**src/rtl/rv_fetch_if.sv**
```systemverilog
// Fetch-stage signal bundle: instruction-bus request/response, core delivery, redirect.
// Latency: none, wires only.
// Backpressure: req_ready stalls issue and inst_ready stalls delivery; the response side has no backpressure.
//
// Ports (master = rv_fetch side):
//   req_valid/req_ready/req_addr  : word-aligned fetch request to the instruction bus
//   rsp_valid/rsp_data            : in-order read data; cannot be back-pressured
//   inst_valid/inst_ready/inst/inst_pc : instruction handed to the core
//   redirect/redirect_pc          : core restart request and target
interface rv_fetch_if;
    logic        req_valid;
    logic        req_ready;
    logic [31:0] req_addr;
    logic        rsp_valid;
    logic [31:0] rsp_data;
    logic        inst_valid;
    logic        inst_ready;
    logic [31:0] inst;
    logic [31:0] inst_pc;
    logic        redirect;
    logic [31:0] redirect_pc;

    modport master (
        output req_valid, req_addr, inst_valid, inst, inst_pc,
        input  req_ready, rsp_valid, rsp_data, inst_ready, redirect, redirect_pc
    );

    modport slave (
        input  req_valid, req_addr, inst_valid, inst, inst_pc,
        output req_ready, rsp_valid, rsp_data, inst_ready, redirect, redirect_pc
    );
endinterface

```
**src/rtl/rv_fetch.sv**
```systemverilog
// Instruction fetch stage: in-order word fetches buffered with their PCs in a DEPTH-entry queue.
// Latency: request accepted in cycle 0, response in cycle 1, inst_valid in cycle 2 (registered queue, no bypass).
// Backpressure: issue is credit-limited so that count + outstanding never exceeds DEPTH; inst_ready stalls the head.
//
// Ports: clk, rst (synchronous, active-high); bus (rv_fetch_if.master) carrying the request,
// response, instruction and redirect signals; misaligned (only with RV_FETCH_ALIGN_CHECK_EN).
// Optional feature macro: RV_FETCH_ALIGN_CHECK_EN -- a redirect to a non-word-aligned target
// halts fetching and raises misaligned until an aligned redirect or reset. Without it the low
// two bits of redirect_pc are ignored.
module rv_fetch #(
    parameter logic [31:0] RESET_PC = 32'h0000_0000,
    parameter int          DEPTH    = 4
) (
    input  logic          clk,
    input  logic          rst,
    rv_fetch_if.master    bus
`ifdef RV_FETCH_ALIGN_CHECK_EN
    ,
    output logic          misaligned
`endif
);

    localparam int AW = (DEPTH > 1) ? $clog2(DEPTH) : 1;
    localparam int CW = $clog2(DEPTH + 1);

    logic [31:0]   fetch_pc_q, fetch_pc_d;
    logic [CW-1:0] outstanding_q, outstanding_d;
    logic [CW-1:0] drop_cnt_q, drop_cnt_d;
    logic [CW-1:0] count_q, count_d;
    logic [AW-1:0] head_q, head_d;
    logic [AW-1:0] tail_q, tail_d;

    logic [31:0]   pc_mem   [DEPTH];
    logic [31:0]   inst_mem [DEPTH];

    logic          halted;
    logic [CW:0]   in_use;
    logic          acc;
    logic          rsp;
    logic          keep;
    logic          deq;
    logic [31:0]   target;
    logic [31:0]   rsp_pc;
    logic [CW-1:0] out_net;

`ifdef RV_FETCH_ALIGN_CHECK_EN
    typedef enum logic {ST_RUN, ST_HALT} state_t;
    state_t state_q, state_d;

    always_comb begin
        state_d = state_q;
        if (bus.redirect) begin
            state_d = (bus.redirect_pc[1:0] != 2'b00) ? ST_HALT : ST_RUN;
        end
    end

    always_ff @(posedge clk) begin
        if (rst) state_q <= ST_RUN;
        else     state_q <= state_d;
    end

    assign halted     = (state_q == ST_HALT);
    assign misaligned = halted;
`else
    assign halted = 1'b0;
`endif

    // Credit check: every accepted request is guaranteed a queue slot when it returns.
    assign in_use        = {1'b0, count_q} + {1'b0, outstanding_q};
    assign bus.req_valid = (in_use < (CW+1)'(DEPTH)) && !halted;
    assign bus.req_addr  = fetch_pc_q;

    assign bus.inst_valid = (count_q != '0);
    assign bus.inst       = bus.inst_valid ? inst_mem[head_q] : 32'h0;
    assign bus.inst_pc    = bus.inst_valid ? pc_mem[head_q]   : 32'h0;

    assign acc    = bus.req_valid && bus.req_ready;
    assign rsp    = bus.rsp_valid;
    assign deq    = bus.inst_valid && bus.inst_ready && !bus.redirect;
    assign keep   = rsp && (drop_cnt_q == '0) && !bus.redirect;
    assign target = bus.redirect_pc & 32'hFFFF_FFFC;
    assign out_net = outstanding_q + CW'(acc) - CW'(rsp);

    // Once drop_cnt is zero every outstanding request belongs to the current sequential run,
    // so the oldest one sits outstanding words behind fetch_pc. This replaces a side FIFO of PCs.
    assign rsp_pc = fetch_pc_q - 32'({outstanding_q, 2'b00});

    always_comb begin
        fetch_pc_d    = fetch_pc_q;
        outstanding_d = out_net;
        drop_cnt_d    = drop_cnt_q;
        count_d       = count_q;
        head_d        = head_q;
        tail_d        = tail_q;
        if (bus.redirect) begin
            // Everything still in flight after this cycle is stale.
            fetch_pc_d = target;
            drop_cnt_d = out_net;
            count_d    = '0;
            head_d     = '0;
            tail_d     = '0;
        end else begin
            if (acc) fetch_pc_d = fetch_pc_q + 32'd4;
            if (rsp && (drop_cnt_q != '0)) drop_cnt_d = drop_cnt_q - 1'b1;
            count_d = count_q + CW'(keep) - CW'(deq);
            tail_d  = tail_q + AW'(keep);
            head_d  = head_q + AW'(deq);
        end
    end

    always_ff @(posedge clk) begin
        if (rst) begin
            fetch_pc_q    <= RESET_PC;
            outstanding_q <= '0;
            drop_cnt_q    <= '0;
            count_q       <= '0;
            head_q        <= '0;
            tail_q        <= '0;
        end else begin
            fetch_pc_q    <= fetch_pc_d;
            outstanding_q <= outstanding_d;
            drop_cnt_q    <= drop_cnt_d;
            count_q       <= count_d;
            head_q        <= head_d;
            tail_q        <= tail_d;
        end
    end

    // Queue storage needs no reset: inst/inst_pc are masked while the queue is empty.
    always_ff @(posedge clk) begin
        if (keep) begin
            pc_mem[tail_q]   <= rsp_pc;
            inst_mem[tail_q] <= bus.rsp_data;
        end
    end

endmodule

```
**src/flat_wrapper.sv**
```systemverilog
// flat-port wrapper written by rule: the top's interface ports become plain ports
module rv_fetch_flat 
#(
    parameter logic [31:0] RESET_PC = 32'h0000_0000,
    parameter int          DEPTH    = 4
)
  (clk, rst, bus_req_valid, bus_req_addr, bus_inst_valid, bus_inst, bus_inst_pc, bus_req_ready, bus_rsp_valid, bus_rsp_data, bus_inst_ready, bus_redirect, bus_redirect_pc);
  rv_fetch_if bus_i ();
  input  logic clk;
  input  logic rst;
  output wire logic [$bits(bus_i.req_valid)-1:0] bus_req_valid;
  output wire logic [$bits(bus_i.req_addr)-1:0] bus_req_addr;
  output wire logic [$bits(bus_i.inst_valid)-1:0] bus_inst_valid;
  output wire logic [$bits(bus_i.inst)-1:0] bus_inst;
  output wire logic [$bits(bus_i.inst_pc)-1:0] bus_inst_pc;
  input wire logic [$bits(bus_i.req_ready)-1:0] bus_req_ready;
  input wire logic [$bits(bus_i.rsp_valid)-1:0] bus_rsp_valid;
  input wire logic [$bits(bus_i.rsp_data)-1:0] bus_rsp_data;
  input wire logic [$bits(bus_i.inst_ready)-1:0] bus_inst_ready;
  input wire logic [$bits(bus_i.redirect)-1:0] bus_redirect;
  input wire logic [$bits(bus_i.redirect_pc)-1:0] bus_redirect_pc;
  assign bus_req_valid = bus_i.req_valid;
  assign bus_req_addr = bus_i.req_addr;
  assign bus_inst_valid = bus_i.inst_valid;
  assign bus_inst = bus_i.inst;
  assign bus_inst_pc = bus_i.inst_pc;
  assign bus_i.req_ready = bus_req_ready;
  assign bus_i.rsp_valid = bus_rsp_valid;
  assign bus_i.rsp_data = bus_rsp_data;
  assign bus_i.inst_ready = bus_inst_ready;
  assign bus_i.redirect = bus_redirect;
  assign bus_i.redirect_pc = bus_redirect_pc;
  rv_fetch #(.RESET_PC(RESET_PC), .DEPTH(DEPTH)) u_core (.clk(clk), .rst(rst), .bus(bus_i));
endmodule
```
**config.mk**
```make
export PLATFORM = sky130hd
export DESIGN_NAME = rv_fetch_flat
export DESIGN_NICKNAME = d
export VERILOG_FILES = /design/src/rtl/rv_fetch_if.sv /design/src/rtl/rv_fetch.sv /design/src/flat_wrapper.sv
export SDC_FILE = /design/constraint.sdc
export NUM_CORES = 1
export LEC_CHECK = 0
export ABC_AREA = 1
export BUFFER_PORTS_ARGS = -buffer_cell sky130_fd_sc_hd__buf_2
export CORE_ASPECT_RATIO = 0.75
export CORE_MARGIN = 4
export CORE_UTILIZATION = 40
export CTS_CLUSTER_SIZE = 24
export DETAILED_ROUTE_END_ITERATION = 8
export SKIP_CTS_REPAIR_TIMING = 1
export SYNTH_ARGS = -nofsm -noshare
export SYNTH_HDL_FRONTEND = slang
export SYNTH_SLANG_ARGS = --single-unit
```
**constraint.sdc**
```tcl
create_clock -name clk -period 7.8 [get_ports clk]
set_clock_uncertainty 0.1 [all_clocks]
set_input_delay 0.78 -clock clk [delete_from_list [all_inputs] [get_ports clk]]
set_output_delay 0.78 -clock clk [all_outputs]
set_load 0.02 [all_outputs]
```
-- After elaboration in Yosys (flattened, before gate mapping)
Memories as Yosys holds them, arrays and structs flattened. A register that Yosys moved wholly into a read port is not among the register bits.
Cells that the tools add are included.
Widths: inputs -> output; s select.
- output and inout bits: 98
- bits in latches: 0
- bits in registers: 45
- ROM bits: 0
- memories: 2
- logic and storage cells: 43
- memory bits (writable): 256
- shift-type cells: 0
- eq/ne operators: 0
- bitwise gates (word level): 0
- order comparisons: 1
- mux-type cells: 10
- $add $sub $neg: 10
- reduce and logical (&&, ||, !) cells: 13
- multiply operators: 0
- div/mod/pow operators: 0
- memories (name ; words ; width ; read ports ; clocked after memory_dff ; wr ports ; RTL line ; text):
    u_core.inst_mem ; 4 ; 32 ; 1 ; 1 ; 1 ; rv_fetch.sv:34 ; logic [31:0] inst_mem [DEPTH];
    u_core.pc_mem ; 4 ; 32 ; 1 ; 1 ; 1 ; rv_fetch.sv:33 ; logic [31:0] pc_mem [DEPTH];
- operators by type and width (operator ; count):
    $mux 32 ; 4
    $add 32x3->32 const B ; 1
    $sub 32x5->32 ; 1
    $add 3x1->3 ; 2
    $logic_and 1x1->1 ; 6
    $mux 3 ; 2
    $reduce_bool 3->1 ; 2
    $sub 3x1->3 ; 2
    $add 2x1->2 ; 2
    $add 3x3->4 ; 1
    $lt 4x3->1 const B ; 1
    $mux 2 ; 2
    $reduce_bool 2->1 ; 2
    $logic_not 3->1 ; 1
    $sub 3x1->3 const B ; 1
    $mux 1 ; 2
    $reduce_or 2->1 ; 1
    $logic_not 1->1 ; 1

-- Longest topological paths before layout
- depth after elaboration: 6
- gate-level depth with buffers: 14
- mapped depth without buffers: 13

-- Worst setup path before layout
OpenSTA, ideal clock, no wires.
- kind: in2reg
- from: input bus_redirect
- to: memory u_core.inst_mem[0][0], enable pin
- data arrival time: 5.606 ns
- path buffers: 1
- path slack: 1.536 ns
- setup time: 0.559 ns
- stages on the path: 4
- path through: buf_2 nor3_1 inv_1 nor3_1
- cells in the longest elaborated chain, start to end: 4
- RTL lines (what ; RTL line ; text):
    from (decl) ; flat_wrapper.sv:20 ; input wire logic [$bits(bus_i.redirect)-1:0] bus_redirect;
    $logic_not 1->1 ; rv_fetch.sv:80 ; assign keep = rsp && (drop_cnt_q == '0) && !bus.redirect;
    $logic_and 1x1->1 ; rv_fetch.sv:80 ;
    $mux 1 ; rv_fetch.sv:131 ; if (keep) begin
    $mux 1 (implied by the code) ; rv_fetch.sv:133 ; inst_mem[tail_q] <= bus.rsp_data;
    to (decl) ; rv_fetch.sv:34 ;
Every way passes these cells.

==> flow_summary.json <==
{
  "worstHoldPathType": "in -> reg",
  "nets": 1532,
  "dr.pass1.iters": 5,
  "preCtsSetupSlack_ns": 4.31,
  "start_util_pct": 41.1,
  "tns_ns": 0,
  "endpoint_kind": "primary output",
  "areaGrowthSynthToFinish_pct": 16.4,
  "crit_start": "u_core.head_q[0]",
  "cts_tree": "yes",
  "vias": 9525,
  "power_density_nw_per_um2": 244,
  "hpwl_mm": 20.2,
  "status": "complete, no violations",
  "startpoint_type": "flip-flop",
  "overflow": 0,
  "slew_viol_final": 0,
  "ys_seq_elements": 291,
  "io_buffers": 161,
  "drive_gt1_share_pct": 16.6,
  "place_inst": 1848,
  "grt_pass1_vias": 8899,
  "grt_pass1_wl_mm": 51.0,
  "clock.fmax_mhz": 250,
  "ant_nets": 0,
  "num_io_pins": 168,
  "drv_cap": 0,
  "ys_types": 30,
  "r2r_start": "u_core.count_q[2]",
  "yosysWarnings": 0,
  "ys_seq_area_share_pct": 63.8,
  "hold_violations": 0,
  "path_class": "reg -> out",
  "worst_ep_arrival_time_ns": 3.12,
  "drt-initial-drc-count": 766,
  "rsz0062_at_grt": "false",
  "clockBufferDepth": 3,
  "r2r_end": "u_core.drop_cnt_q[2]",
  "netlist_area_um2": 13000,
  "dieArea_um2": 35600,
  "routabilityCongestion": 0.860,
  "synth_area_per_cell_um2": 10.0,
  "cp-endpoint": "bus_inst[3]",
  "grt_max_degree": 91,
  "rows": 56,
  "final-instance-count-excl-fill": 1904,
  "path_max_fanout": 90,
  "clk_latency_ns": 0.56,
  "cts-root-buf": "clkbuf_16",
  "r2r_cells": 13,
  "post-route-drc-count": 0,
  "setup_viol": 0,
  "dieHeight_um": 164,
  "netlist_instances": 1301,
  "numClockSinks": 291,
  "fin_crit_ns": 4.00,
  "wl_per_cell_um": 17.3,
  "path_clk_slew_ns": 0.06,
  "period_share_pct": 51.2,
  "leakage_nw": 5.79,
  "required_ns": 6.92,
  "fin_ws_ns": 3.80,
  "die_w_um": 216,
  "worst_pin_slew_ns": 0.987,
  "finalPower_mw": 3.70,
  "drt-vias-per-instance": 5.00,
  "ir_drop_v": 0.000112,
  "wirelength_mm": 32.9,
  "htree_levels": 1,
  "core_area_um2": 31700,
  "grtUsageTotal_pct": 18.2,
  "cts_buffers": 30,
  "antenna_found_initial": 0,
  "reg2reg_slack_ns": 4.60,
  "slew-limit-headroom_pct": 34.2,
  "num_antenna_cells": 0
}
## placed cells by master (no fill, tap or decap), types with 7 or more instances in the layout
master     count
a21oi_1       88
buf_2        161
buf_4         13
clkbuf_1       8
clkbuf_16     31
clkinv_1       7
dfxtp_1       41
edfxtp_1     248
ha_1          14
inv_1         82
nand2_1      127
nand3_1       46
nand4_1        8
nor2_1       339
nor2_2         7
nor3_1         7
o21ai_0      151
xor2_1        36
## cell type report
cell class                      count  area (µm²)
Clock buffer                       39         806
Clock inverter                     17         133
Fill cell                        2999       16500
Inverter                           86         323
Multi-Input combinational cell    862        4150
Sequential cell                   291        8310
Tap cell                          435         544
Timing Repair Buffer              174         903
## registers in the layout, indices dropped and copies added (netlist names)
signal                cells
u_core.bus.req_addr      30
u_core.count_q            3
u_core.drop_cnt_q         3
u_core.head_q             2
u_core.inst_mem         128
u_core.outstanding_q      3
u_core.pc_mem           120
u_core.tail_q             2
## how the worst min path moves through the flow
| stage | from | slack, ns | cells after the start | end |
|---|---|---|---|---|
| 2_1_floorplan | u_core.drop_cnt_q[2] | 0.35 | 2 | u_core.drop_cnt_q[2] |
| 3_3_place_gp | u_core.drop_cnt_q[2] | 0.36 | 2 | u_core.drop_cnt_q[2] |
| 3_5_place_dp | u_core.drop_cnt_q[2] | 0.36 | 2 | u_core.drop_cnt_q[2] |
| 4_1_cts | bus_rsp_data[31] | 0.30 | 1 | u_core.inst_mem[2][31] |
| 5_1_grt | bus_rsp_data[31] | 0.31 | 1 | u_core.inst_mem[2][31] |
| 6_report | bus_rsp_data[0] | 0.33 | 1 | u_core.inst_mem[1][0] |
## per-stage QoR
step                cell area [µm²]  hold slack (ns)  util (%)
floorplan                     13000            0.347         -
finish                        15200            0.335      47.9
CTS                           15200            0.301      47.9
global placement              14200            0.359      44.9
global route                  15200            0.311      47.9
detailed placement            14200            0.365      44.9
## cell families (layout without fill, tap and decap cells)
group	Yosys count	count (layout)	share of synthesized area (%)
simple gates	550	550	17.3
flops	291	291	63.8
compound gates	250	250	9.69
buf+inv	151	316	4.69
xor+xnor	41	41	2.76
fa+ha+maj	17	17	1.81
other cells	1	4	0.0288
## worst max-delay path: stages, from the launching register on
cell and delay, ns:
dfxtp_4 0.48, inv_2 0.46, buf_4 0.73, o21ai_0 0.20, a21oi_1 0.32, buf_2 0.23
## layer usage
metal	up-vias	wire length (µm)	global-route usage, %
met5	-	0	0
met2	300	14300	28.1
met3	47	2160	3.48
met4	0	596	3.49
met1	4483	15800	27.2
li1	4695	-	-
## cells in the mapped netlist
master	n	area share (%)
a21oi_1	88	3.4
a221oi_1	1	0.067
a31oi_1	6	0.29
buf_1	6	0.17
buf_2	17	0.65
buf_4	6	0.35
clkbuf_1	36	1.0
conb_1	1	0.029
dfxtp_1	43	6.6
edfxtp_1	248	57
fa_1	3	0.46
ha_1	14	1.3
inv_1	82	2.4
inv_2	4	0.12
nand2_1	127	3.7
nand2_2	3	0.14
nand3_1	46	1.8
nand4_1	8	0.38
nor2_1	339	9.8
nor2_2	7	0.34
nor2_4	3	0.26
nor2_8	1	0.15
nor3_1	11	0.42
nor3_2	2	0.15
nor3_4	1	0.12
o21ai_0	151	5.8
o21ai_1	4	0.15
or2_2	2	0.096
xnor2_1	5	0.34
xor2_1	36	2.4
## power by group
group	leakage (nW)	switching, mW	internal, mW
clock network	0.459	0.585	0.791
registers	2.61	0.0459	1.80
logic	2.72	0.338	0.145
Power figures use the tool's default switching activity.
